<file path="src/rtl/hazard_stall_unit.sv">
// LC-3b pipeline hazard/stall control: load-use bubbles and data-memory wait stalls.
// Optional stall-cycle counter enabled by defining HAZARD_STALL_CNT_EN.
module hazard_stall_unit #(
    parameter int unsigned MEM_TIMEOUT = 255,
    parameter int unsigned CNT_W       = 16
) (
    input  logic             clk,
    input  logic             reset_n,
    input  logic [2:0]       id_sr1,
    input  logic [2:0]       id_sr2,
    input  logic             id_sr1_used,
    input  logic             id_sr2_used,
    input  logic [2:0]       id_ex_dest,
    input  logic             id_ex_reg_write,
    input  logic             id_ex_mem_read,
    input  logic             ex_mem_mem_access,
    input  logic             mem_resp,
    output logic             pc_stall,
    output logic             if_id_stall,
    output logic             id_ex_stall,
    output logic             ex_mem_stall,
    output logic             id_ex_bubble,
    output logic             mem_wb_bubble,
    output logic             mem_timeout
`ifdef HAZARD_STALL_CNT_EN
    ,
    output logic [CNT_W-1:0] stall_count
`endif
);

    typedef enum logic {
        ST_RUN      = 1'b0,
        ST_MEM_WAIT = 1'b1
    } state_t;

    state_t     r_state;
    logic [7:0] r_wait_cnt;
    logic       r_timeout;

    logic       w_mem_hold;
    logic       w_load_use;
    logic [7:0] w_wait_next;

    if (MEM_TIMEOUT < 1 || MEM_TIMEOUT > 255 || CNT_W < 1) begin : g_param_check
        $error("hazard_stall_unit: MEM_TIMEOUT must be 1..255 and CNT_W >= 1");
    end

    assign w_mem_hold  = ex_mem_mem_access && !mem_resp;
    assign w_load_use  = id_ex_mem_read && id_ex_reg_write &&
                         ((id_sr1_used && (id_sr1 == id_ex_dest)) ||
                          (id_sr2_used && (id_sr2 == id_ex_dest)));
    assign w_wait_next = (r_wait_cnt == 8'hFF) ? 8'hFF : r_wait_cnt + 8'd1;

    // Memory wait freezes the whole front end and masks any load-use bubble;
    // the bubble then fires in the first cycle the memory releases.
    always_comb begin
        pc_stall      = 1'b0;
        if_id_stall   = 1'b0;
        id_ex_stall   = 1'b0;
        ex_mem_stall  = 1'b0;
        id_ex_bubble  = 1'b0;
        mem_wb_bubble = 1'b0;
        if (w_mem_hold) begin
            pc_stall      = 1'b1;
            if_id_stall   = 1'b1;
            id_ex_stall   = 1'b1;
            ex_mem_stall  = 1'b1;
            mem_wb_bubble = 1'b1;
        end else if (w_load_use) begin
            pc_stall     = 1'b1;
            if_id_stall  = 1'b1;
            id_ex_bubble = 1'b1;
        end
    end

    assign mem_timeout = r_timeout;

    always_ff @(posedge clk) begin
        if (!reset_n) begin
            r_state    <= ST_RUN;
            r_wait_cnt <= '0;
            r_timeout  <= 1'b0;
        end else begin
            case (r_state)
                ST_RUN: begin
                    r_wait_cnt <= '0;
                    if (w_mem_hold) r_state <= ST_MEM_WAIT;
                end
                ST_MEM_WAIT: begin
                    if (w_mem_hold) begin
                        r_wait_cnt <= w_wait_next;
                        if (w_wait_next == 8'(MEM_TIMEOUT)) r_timeout <= 1'b1;
                    end else begin
                        r_state    <= ST_RUN;
                        r_wait_cnt <= '0;
                    end
                end
                default: begin
                    r_state    <= ST_RUN;
                    r_wait_cnt <= '0;
                end
            endcase
        end
    end

`ifdef HAZARD_STALL_CNT_EN
    logic [CNT_W-1:0] r_stall_cnt;

    always_ff @(posedge clk) begin
        if (!reset_n)     r_stall_cnt <= '0;
        else if (pc_stall) r_stall_cnt <= r_stall_cnt + CNT_W'(1);
    end

    assign stall_count = r_stall_cnt;
`endif

endmodule

</file>
<file path="config.mk">
export PLATFORM = sky130hd
export DESIGN_NAME = hazard_stall_unit
export DESIGN_NICKNAME = d
export VERILOG_FILES = /design/src/rtl/hazard_stall_unit.sv
export SDC_FILE = /design/constraint.sdc
export NUM_CORES = 1
export LEC_CHECK = 0
export ABC_AREA = 0
export CAP_MARGIN = 20
export CORE_MARGIN = 4
export CORE_UTILIZATION = 39
export DETAILED_ROUTE_END_ITERATION = 10
export GPL_ROUTABILITY_DRIVEN = 0
export PLACE_DENSITY = 0.8
export SKIP_CTS_REPAIR_TIMING = 1
export SLEW_MARGIN = 20
export SYNTH_ARGS = -nofsm -noshare
export SYNTH_HDL_FRONTEND = slang
export SYNTH_SLANG_ARGS = --single-unit
</file>
<file path="constraint.sdc">
create_clock -name clk -period 1.8 [get_ports clk]
set_input_delay 0.36 -clock clk [delete_from_list [all_inputs] [get_ports clk]]
set_output_delay 0.36 -clock clk [all_outputs]
set_load 0.01 [all_outputs]
</file>
== Word-level counts from Yosys, hierarchy flattened ==
Cells that the tools add are included.

* Reduce and logical (&&, ||, !) cells: 8
* Bitwise gates (word level): 1
* Multiplexer cells: 7
* $add $sub $neg: 1
* Equal/unequal tests: 4

{| class="wikitable"
|+ Operators by type and width
! kind !! count
|-
| == test 8 bit (second input constant) || 2
|-
| two-way mux 8 bit || 2
|-
| one-hot mux 8 bit (2 select lines) || 1
|-
| adder 8 x 1 -> 8 bit (second input constant) || 1
|-
| == test 3 bit || 2
|-
| logical AND 1 bit || 5
|-
| two-way mux 1 bit || 4
|-
| AND reduction 3 bit || 1
|-
| zero test 1 bit || 1
|-
| logical OR 1 bit || 1
|-
| NOT 1 bit || 1
|}

* Output and inout bits: 7
* Bits in registers: 10
* Input bits: 17

== Logic depth before layout (Yosys ltp) ==
* Word-level depth: 6
* Depth in mapped cells: 5
* Gate-level depth less buffers: 5

== Worst setup path before layout ==
Ideal clock, no wire load.

* Path type: reg-to-reg
* Start point: register r_wait_cnt[0]
* End point: register r_timeout (netlist: mem_timeout)
* Data required time: 1.716 ns
* Path buffers: 0
* Slack: 0.161 ns
* Arrival: 1.555 ns
* Stages on the path, launching flop included: 6
* Period minus slack after synthesis: 1.639 ns
* Path through: dfxtp_1 ha_1 inv_1 or4_1 a211o_1 o31ai_2

* Cells in the longest elaborated chain, start to end: 4
* Elaborated cells between the ends (all ways): 5

{| class="wikitable"
|+ Ends and longest elaborated chain
! item !! RTL line !! text
|-
| from (decl) || 37 || <nowiki>logic [7:0] r_wait_cnt;</nowiki>
|-
| from (signal assigned) || 91 || <nowiki>r_wait_cnt <= w_wait_next;</nowiki>
|-
| adder 8 x 1 -> 8 bit or == test 8 bit (tied branches) || 52 || <nowiki>assign w_wait_next = (r_wait_cnt == 8'hFF) ? 8'hFF : r_wait_cnt + 8'd1;</nowiki>
|-
| two-way mux 8 bit (*) || 52 ||
|-
| == test 8 bit (*) || 92 || <nowiki>if (w_wait_next == 8'(MEM_TIMEOUT)) r_timeout <= 1'b1;</nowiki>
|-
| AND reduction 3 bit (no line) (*) || - ||
|-
| to (signal assigned) || 82 || <nowiki>r_timeout <= 1'b0;</nowiki>
|-
| to (signal assigned) || 92 ||
|-
| to (decl) || 38 || <nowiki>logic r_timeout;</nowiki>
|}

Mark *: on every way between the ends. The rest lies on a longest branch, timed or not.
A chain may end at the register's enable or synchronous reset.

== Worst setup path after layout ==
* Start point: input id_sr2[1]
* End point: output id_ex_bubble

* Cells in the longest elaborated chain, start to end: 6

{| class="wikitable"
|+ Ends and longest elaborated chain
! item !! RTL line !! text
|-
| from (decl) || 10 || <nowiki>input logic [2:0] id_sr2,</nowiki>
|-
| == test 3 bit || 51 || <nowiki>(id_sr2_used && (id_sr2 == id_ex_dest)));</nowiki>
|-
| logical AND 1 bit || 51 ||
|-
| logical OR 1 bit || 50 || <nowiki>((id_sr1_used && (id_sr1 == id_ex_dest)) ||</nowiki>
|-
| logical AND 1 bit || 49 || <nowiki>assign w_load_use = id_ex_mem_read && id_ex_reg_write &&</nowiki>
|-
| two-way mux 1 bit || 69 || <nowiki>end else if (w_load_use) begin</nowiki>
|-
| two-way mux 1 bit || 63 || <nowiki>if (w_mem_hold) begin</nowiki>
|-
| to (decl) || 22 || <nowiki>output logic id_ex_bubble,</nowiki>
|}

No other way between the ends.

==> PnR_summary.wiki <==
{| class="wikitable"
! Metric !! Value
|-
| Sinks on the clock net || 10
|-
| Sequential share of power || between 40% and 50%
|-
| Effective utilization at floorplan || 41.60%
|-
| Fraction of power spent switching nets || a little over a fifth
|-
| Routed via count || around 540
|-
| Arrival @ worst endpoint || 1550 ps
|-
| Violated checks || negative setup slack
|-
| Clock slew seen by the registers of the worst setup and hold paths || 70 ps
|-
| Number of detailed-routing iterations run before antenna repair || 4
|-
| Worst Slack Setup Final || -110.9 ps
|-
| Part of the total power dissipated in combinational logic || 15.7%
|-
| Yosys warning count || 0
|-
| FP Rows || 13
|-
| Skew final || 9.420 ps
|-
| Remaining global-route overflow || 0
|-
| Accumulated negative setup slack || -260.8 ps
|-
| P per Cell Area || between 500 and 600 nW/µm²
|-
| Static Leak || approximately 0.38 nW
|-
| Number of standard cells after synthesis || 63
|-
| Ratio of cells with drive above 1 in the final layout || about a fifth
|-
| R2R cell count || 5
|-
| Nets || 111
|-
| Max Freq || 523.3 MHz
|-
| Post-synth cell types || 24
|-
| Worst-Skew Late Latency || about 280 ps
|-
| Period utilisation layout || 106.2%
|-
| Clock tree from TritonCTS || built
|-
| Asr flop ratio synth || 0%
|-
| Via count of the first global-routing pass || 509
|-
| Aggregate routed wire length || 1.398 mm
|-
| Total Routing Usage GR || 15.91%
|-
| Critical path capture point || id_ex_bubble
|-
| Endpoint of the worst-slack reg-to-reg timing path || mem_timeout$_SDFFE_PN0P_
|-
| Count of input and output buffers || 23
|-
| Register bit count reported by yosys || 10
|-
| Share of total power in the clock network || slightly above 40%
|-
| Worst EP required || 1440 ps
|-
| Initial DRC count || 7
|-
| Sw power || 108.5 µW
|-
| Synth Cell Area || 548.0 µm²
|-
| Reg-to-reg setup timing slack || 130 ps
|-
| Wire length per cell || 13.07 µm
|-
| Layout Cell Area excl Fill || approximately 860 µm²
|-
| Worst-case headroom to the max-slew limit || 85.53%
|-
| Pin count of the biggest net entering global routing || 9
|-
| Horiz. Die Dim || ~45 µm
|-
| Number of ports placed on the die boundary || 24
|-
| Crit path max fanout || 2
|-
| Post-Synthesis Mean Instance Area || 8.699 µm²
|-
| CP startpoint kind || input pin
|-
| Number of violations of the max-capacitance limit || 0
|-
| EDFF count, synth || 0
|-
| Clock tree root buffer cell || sky130_fd_sc_hd__clkbuf_4
|-
| RSZ-0062 raised after global routing || true
|-
| Hold violation total from the final report || 0
|-
| IR drop worst, VDD || 0.4205 mV
|-
| Critical path startpoint || id_sr2[1]
|-
| Kind of critical path || input pin to output port
|-
| Count of final max-slew check failures || 0
|-
| Synthesized net count || just over 80
|-
| Post-route DRC violation count || 0
|-
| H-Tree Level Count || 1
|-
| Final standard cell utilization of the core || around 66%
|-
| Floorplan core area || about 1300 µm²
|-
| Fin crit period || ~1900 ps
|-
| Number of antenna violations at the first check in global routing || 0
|-
| Detailed Place HPWL || 1.127 mm
|-
| Final number of setup-violating endpoints || 3
|-
| Capturing element type of the critical path || output port
|-
| Synth-to-Final Area Change || 57.53%
|-
| Global-route wire length before repair || 2.290 mm
|-
| Die ar. || 2069 µm²
|-
| Status || complete, but fails checks
|-
| CTS buffer count || 3
|-
| Source of the worst register-to-register timing path || r_wait_cnt[1]$_SDFF_PN0_
|-
| Buffer levels on the longest clock path || 2
|-
| Placed Cells || 103
|-
| Final antenna-violating net count || 0
|-
| Count of placed standard cells in the final layout, fillers left out || 107
|-
| Placed cell area || 814.5 µm²
|-
| Proportion of synthesized chip area in sequential cells || 36.53%
|-
| Internal power || 398.8 µW
|-
| Most used flip-flop cell after synthesis || sky130_fd_sc_hd__dfxtp_1
|-
| Height of the die || 45.49 µm
|-
| Worst hold path class || flip-flop to flip-flop
|-
| Slew at the pin closest to its max-slew limit || 211.1 ps
|-
| Diodes inserted || 0
|-
| Via-to-Cell Ratio || 5.056
|}
[cells by family (layout without fill, tap and decap cells)]
family | Yosys count | after routing | share of synthesized area [%]
multiplexers | 1 | 1 | 1.827
AND/OR/NAND/NOR | 26 | 26 | 26.94
AO/OA/AOI/OAI | 12 | 12 | 13.93
XOR/XNOR | 8 | 8 | 12.79
buffers and inverters | 5 | 34 | 5.706
flip-flops | 10 | 10 | 36.53
adder cells (fa/ha/maj) | 1 | 1 | 2.283
[through the flow]
stage	worst slack, ps	hold WS (ps)	total power [mW]
2_1_floorplan	160.5	453.3	0.2562
3_3_place_gp	-495.3	447.6	0.3081
3_5_place_dp	-538.9	466.9	0.3102
4_1_cts	-540.3	483.7	0.5165
5_1_grt	-161.7	520.2	0.5303
6_report	-110.9	488.9	0.5073
[flip-flops by register name (all words and copies together), names as in the netlist]
signal and cells:
r_state 1, mem_timeout 1, r_wait_cnt 8
[synth_stat cells, types with 2 or more instances]
master / count / area share, %
sky130_fd_sc_hd__and4_2: 2 / 3.7
sky130_fd_sc_hd__nand2_1: 8 / 5.5
sky130_fd_sc_hd__buf_4: 3 / 4.1
sky130_fd_sc_hd__or2_2: 2 / 2.3
sky130_fd_sc_hd__a31oi_1: 2 / 2.3
sky130_fd_sc_hd__nand4_1: 4 / 4.6
sky130_fd_sc_hd__nor2b_1: 2 / 2.3
sky130_fd_sc_hd__a21oi_1: 7 / 6.4
sky130_fd_sc_hd__xnor2_1: 7 / 11
sky130_fd_sc_hd__dfxtp_1: 10 / 37
sky130_fd_sc_hd__nand3_1: 3 / 2.7
[layer usage]
layer | share of wire [%] | global-route usage (%) | vias to the layer above
li1 | - | - | 282
met1 | 44 | 18.81 | 248
met2 | 51 | 23.68 | 7
met3 | 2.5 | 5.929 | 4
met4 | 2.8 | 10.53 | 0
met5 | 0 | 0 | -
[cells in the final DEF, fill, tap and decap left out, types with 2 or more instances in the layout]
cell	Yosys	layout
sky130_fd_sc_hd__dfxtp_1	10	10
sky130_fd_sc_hd__clkbuf_2	1	2
sky130_fd_sc_hd__clkdlybuf4s50_1	0	13
sky130_fd_sc_hd__clkbuf_4	0	3
sky130_fd_sc_hd__a21oi_1	7	6
sky130_fd_sc_hd__and4_2	2	2
sky130_fd_sc_hd__nand4_1	4	4
sky130_fd_sc_hd__nor2b_1	2	2
sky130_fd_sc_hd__nand2_1	8	8
sky130_fd_sc_hd__nand3_1	3	3
sky130_fd_sc_hd__dlymetal6s2s_1	0	7
sky130_fd_sc_hd__buf_4	3	6
sky130_fd_sc_hd__or2_2	2	2
sky130_fd_sc_hd__a31oi_1	2	2
sky130_fd_sc_hd__xnor2_1	7	7
[power by group through the flow]
stage	registers (mW)	logic, mW	clock network [mW]
after floorplan	0.228	0.0285	0
after global placement	0.228	0.0805	0
after global routing	0.223	0.0852	0.222
final	0.223	0.0794	0.205
after CTS	0.223	0.0827	0.211
after detailed placement	0.228	0.0825	0
[layout make-up]
type	instances	area (µm²)
flip-flops and latches	10	200.2
inverters	1	3.754
repair buffers	29	284.0
well taps	15	18.77
clock buffers	4	36.28
multi-input cells	48	320.3
fillers	122	454.2
[how the worst min path moves through the flow]
stage                                         from                       end  slack [ps]  depth (start not counted)
after floorplan           r_wait_cnt[0]$_SDFF_PN0_  r_wait_cnt[0]$_SDFF_PN0_         450                          1
after global placement    mem_timeout$_SDFFE_PN0P_  mem_timeout$_SDFFE_PN0P_         450                          2
after detailed placement  mem_timeout$_SDFFE_PN0P_  mem_timeout$_SDFFE_PN0P_         470                          2
after CTS                 mem_timeout$_SDFFE_PN0P_  mem_timeout$_SDFFE_PN0P_         480                          2
after global routing      mem_timeout$_SDFFE_PN0P_  mem_timeout$_SDFFE_PN0P_         520                          2
final                     mem_timeout$_SDFFE_PN0P_  mem_timeout$_SDFFE_PN0P_         490                          2
[critical path, stage by stage]
cell                              delay (ps)
sky130_fd_sc_hd__clkdlybuf4s50_1         470
sky130_fd_sc_hd__xnor2_1                 130
sky130_fd_sc_hd__nand4_1                 130
sky130_fd_sc_hd__a21oi_2                 160
sky130_fd_sc_hd__nor2b_1                 150
sky130_fd_sc_hd__clkbuf_2                150
(Power assumes the default switching activity.)
==> patch 1 (same settings) <==
Put one more register stage on the output `mem_timeout`, without a reset. The value now appears one clock later. The other outputs are not delayed to match.
--- a/src/rtl/hazard_stall_unit.sv
+++ b/src/rtl/hazard_stall_unit.sv
@@ -73,7 +73,9 @@
         end
     end
 
-    assign mem_timeout = r_timeout;
+    always_ff @(posedge clk) begin
+        mem_timeout <= r_timeout;
+    end
 
     always_ff @(posedge clk) begin
         if (!reset_n) begin
Formal check against the unedited RTL: no difference found for any inputs over 10 cycles, from zero or initial values and one cycle with reset_n low; that may be too few to reach the edited logic, so the function may still have changed.
==> patch 1 against the original RTL <==
- core utilization rose by 2.5 points
- area after synthesis grew 3.7%
- cell area increased by 5.1%
- critical path type unchanged
- setup slack better by 160 ps
- power decreased by 1.3%
- fmax grew 9.3%
- sequential cell count is 1 higher
- routed wire length is 9.2% higher
- largest power group unchanged
==> patch 1: results (changes against the original RTL) <==
Outcome:
- Status: finished, final reports clean (was finished, violations left).

Critical path:
- The largest single stage delay on the critical path is 460 ps.
- The critical register-to-register path startpoint is r_wait_cnt[0] (was r_wait_cnt[1]).
- The origin of the worst setup path is id_sr1_used (was id_sr2[1]).
- The arrival time reported for the critical path endpoint is 1390 ps (was 1550 ps).

Global route:
- The global router's overall resource usage is 0.161 (was 0.159).
- The global-route wire length before repair is 2.44 mm (was 2.29 mm).
- The number of global-route vias before repair is 584 (was 509).
- The number of antenna violations at the first check in global routing was 0 (unchanged).

Cells and area:
- The count of antenna diodes in the layout is 0 (unchanged).
- The register with the most flip-flops is r_wait_cnt (unchanged).
- The fraction of final layout cells sized beyond drive strength 1 is 0.217 (was 0.207).
- The filler cell count in the final layout is 111 (was 122).

Place:
- The estimated wirelength of the detail-placed design is 1.14 mm (was 1.13 mm).
- The cell count after placement is 103 (unchanged).
- The cell area after placement is 827 um2 (was 815 um2).

Pwr:
- The cell internal power dissipation is 0.386 mW (was 0.399 mW).
- The leakage component of the power is 0.449 nW (was 0.382 nW).
- The peak supply drop is 0.257 mV (was 0.420 mV).

Timing:
- The slew of the pin with the lowest slew margin is 233 ps (was 211 ps).
- The final clock skew is 1.62 ps (was 9.42 ps).
- The final count of negative-setup-slack endpoints came to 0 (was 3).

Drt:
- The total routed wirelength came to 1.53 mm (was 1.40 mm).
- The number of vias in the routed layout is 566 (was 541).
- The number of violations reported at the end of detailed-routing iteration 0 came to 8 (was 7).
- The routed wire length per instance is 14.3 um (was 13.1 um).

Min path:
- The hold path startpoint is r_timeout (was mem_timeout).

Yosys:
- The total of warnings raised by yosys came to 0 (unchanged).
- The number of instances in the synthesized netlist came to 64 (was 63).
- The net count after synthesis came to 82 (was 81).
- The sequential share of the synthesized area is 0.388 (was 0.365).
- Top area cells in the synthesized netlist: sky130_fd_sc_hd__dfxtp_1, sky130_fd_sc_hd__xnor2_1, sky130_fd_sc_hd__a21oi_1 (unchanged).
- List of most frequent post-synthesis cells: sky130_fd_sc_hd__dfxtp_1, sky130_fd_sc_hd__nand2_1, sky130_fd_sc_hd__a21oi_1, sky130_fd_sc_hd__xnor2_1, sky130_fd_sc_hd__nand4_1 (unchanged).
## patch 1: cell count changes after synthesis, sizes merged
cell and delta:
dfxtp +1
## patch 1: power groups by stage
stage,Combinational [mW],Sequential (mW),Clock [mW]
floorplan,0.0285,0.250,0
global placement,0.0802,0.250,0
detailed placement,0.0818,0.250,0
CTS,0.0820,0.245,0.174
global route,0.0906,0.245,0.187
finish,0.0845,0.245,0.171
## patch 1: per-stage QoR
stage	hold slack (ps)	util	TNS [ps]	setup slack, ps
2_1_floorplan	331	-	0	161
3_3_place_gp	339	0.620	-2360	-502
3_5_place_dp	357	0.620	-2420	-563
4_1_cts	371	0.640	-2430	-577
5_1_grt	377	0.680	-52.9	-27.2
6_report	365	0.680	0	51.8
## patch 1: final timing paths
check | to | slack [ps] | depth (start not counted)
worst max-delay path | if_id_stall | 50 | 5
worst min-delay path | mem_timeout | 370 | 0
worst min register to register | mem_timeout | 370 | 0
worst max register to register | r_timeout | 80 | 5
## patch 1: layout make-up
cell class                 instances  area share
multi-input combinational         48       0.375
timing repair buffer              28       0.327
sequential                        11       0.244
clock buffer                       4      0.0290
tap                               15      0.0207
inverter                           1     0.00414
## patch 1: logic make-up after synthesis
logic type                 Yosys count  share of synthesized area
and+or+nand+nor                     26                      0.260
AOI/OAI and AO/OA                   12                      0.134
DFF                                 11                      0.388
xor gates and xnor gates             8                      0.123
buffers and inverters                5                     0.0550
muxes                                1                     0.0176
adders and majority gates            1                     0.0220
## patch 1: worst max-delay path, delay by kind of cell
family	cells	cell delay (ps)
AOI/OAI and AO/OA	1	150
and+or+nand+nor	2	260
buffers and inverters	2	620
## patch 1: per-layer routing
layer  vias to the layer above  share of wire  wire [um]  track usage
met4                         0          0.011         17       0.0966
met3                         2          0.027         41       0.0117
met1                       262           0.37        567        0.169
li1                        285              -          -            -
met5                         -              0          0            0
met2                        17           0.59        899        0.302
==> patch 2 (config.mk and constraints unchanged) <==
Without the edit above. The option `HAZARD_STALL_CNT_EN` is turned on by a define.
--- a/src/rtl/hazard_stall_unit.sv
+++ b/src/rtl/hazard_stall_unit.sv
@@ -1,5 +1,7 @@
 // LC-3b pipeline hazard/stall control: load-use bubbles and data-memory wait stalls.
 // Optional stall-cycle counter enabled by defining HAZARD_STALL_CNT_EN.
+`define HAZARD_STALL_CNT_EN
+
 module hazard_stall_unit #(
     parameter int unsigned MEM_TIMEOUT = 255,
     parameter int unsigned CNT_W       = 16
Check against the original RTL (old outputs only; new: stall_count): equivalent (Yosys induction, for registers that start in step).
==> patch 2 against the original RTL <==
- the run now ends clean
- via count is 150% higher
- power rose by 100%
- non-clock buffer count grew 21
- area after synthesis grew 140%
- sequential cell count increased by 16
- sequential share of layout area grew 4.0 points
- cell area up 120%
- routed wire length is 130% higher
- clock skew is 8.8 ps lower
- setup slack improved by 180 ps
- global-route usage shrank 1.4 points
- fmax grew 11%
==> patch 2: results (changes against the original RTL) <==
Place:
- The placement-stage worst setup slack is -545 ps (was -539 ps).
- The cell area after placement is 1780 um2 (was 815 um2).
- The count of buffers from port buffering came to 39 (was 23).

Global route:
- The pin count of the biggest net entering global routing came to 26 (was 9).
- The global router's overall resource usage was 0.145 (was 0.159).
- The number of global-route vias before repair is 1160 (was 509).

Yosys:
- The post-synthesis xor/xnor area fraction is 0.0662 (was 0.128).
- The net count after synthesis is 177 (was 81).
- The distinct cell type count after synthesis is 35 (was 24).
- The compound-cell area share of the yosys netlist is 0.172 (was 0.139).
- List of most frequent post-synthesis cells: sky130_fd_sc_hd__dfxtp_1, sky130_fd_sc_hd__a21oi_1, sky130_fd_sc_hd__nand2_1, sky130_fd_sc_hd__o21ai_0, sky130_fd_sc_hd__xnor2_1 (was sky130_fd_sc_hd__dfxtp_1, sky130_fd_sc_hd__nand2_1, sky130_fd_sc_hd__a21oi_1, sky130_fd_sc_hd__xnor2_1, sky130_fd_sc_hd__nand4_1).
- Top area cells in the synthesized netlist: sky130_fd_sc_hd__dfxtp_1, sky130_fd_sc_hd__a21oi_1, sky130_fd_sc_hd__xnor2_1 (was sky130_fd_sc_hd__dfxtp_1, sky130_fd_sc_hd__xnor2_1, sky130_fd_sc_hd__a21oi_1).
- The number of instances in the synthesized netlist was 158 (was 63).
- The share of synthesized cell area in full adder, half adder and majority cells is 0.0189 (was 0.0228).
- The sequential share of the synthesized area is 0.393 (was 0.365).
- The multiplexer fraction of the synthesized cell area came to 0.0302 (was 0.0183).

Cells and area:
- The fraction of final layout cells sized beyond drive strength 1 was 0.133 (was 0.207).
- The number of cells in the finished layout apart from fillers is 247 (was 107).
- The flip-flop count of the largest register after layout is 16 (was 8).

CTS:
- The clock transition at the registers of the reported paths was 140 ps (was 70 ps).

Drt:
- The number of vias in the routed layout is 1332 (was 541).
- The total routed wirelength was 3.27 mm (was 1.40 mm).
- The number of violations reported at the end of detailed-routing iteration 0 was 55 (was 7).

Outcome:
- Status: finished, final reports clean (was finished, violations left).

Timing:
- The final clock skew was 0.669 ps (was 9.42 ps).
- The slew of the pin with the lowest slew margin came to 467 ps (was 211 ps).

Critical path:
- The arrival time reported for the critical path endpoint is 1370 ps (was 1550 ps).
- The largest fanout of any net on the critical path was 5 (was 2).

Pwr:
- The peak supply drop is 0.251 mV (was 0.420 mV).
-- patch 2: report_power, final --
group | internal (mW) | switching (mW)
registers | 0.581 | 0.00512
clock network | 0.124 | 0.181
logic | 0.0799 | 0.0622
total | 0.784 | 0.249
-- patch 2: worst paths after layout --
check / endpoint / from / slack, ps / depth (start not counted)
setup / recovery: stall_count[2] / stall_count[2] / 70 / 2
hold / removal: stall_count[15] / stall_count[15] / 500 / 2
setup reg to reg: stall_count[15] / stall_count[0] / 180 / 4
hold reg to reg: stall_count[15] / stall_count[15] / 500 / 2
-- patch 2: per-layer routing --
layer  track usage  up-vias  routed length [um]
met4        0.0761        0                  67
met3        0.0374        6                 177
met1         0.176      620                1480
met5             0        -                   0
met2         0.234       42                1550
li1              -      664                   -
-- patch 2: layout make-up --
type,count,area share
Multi-Input combinational cell,119,0.406
Inverter,4,0.00783
Tap cell,44,0.0287
Timing Repair Buffer,50,0.267
Sequential cell,26,0.272
Clock buffer,4,0.0189
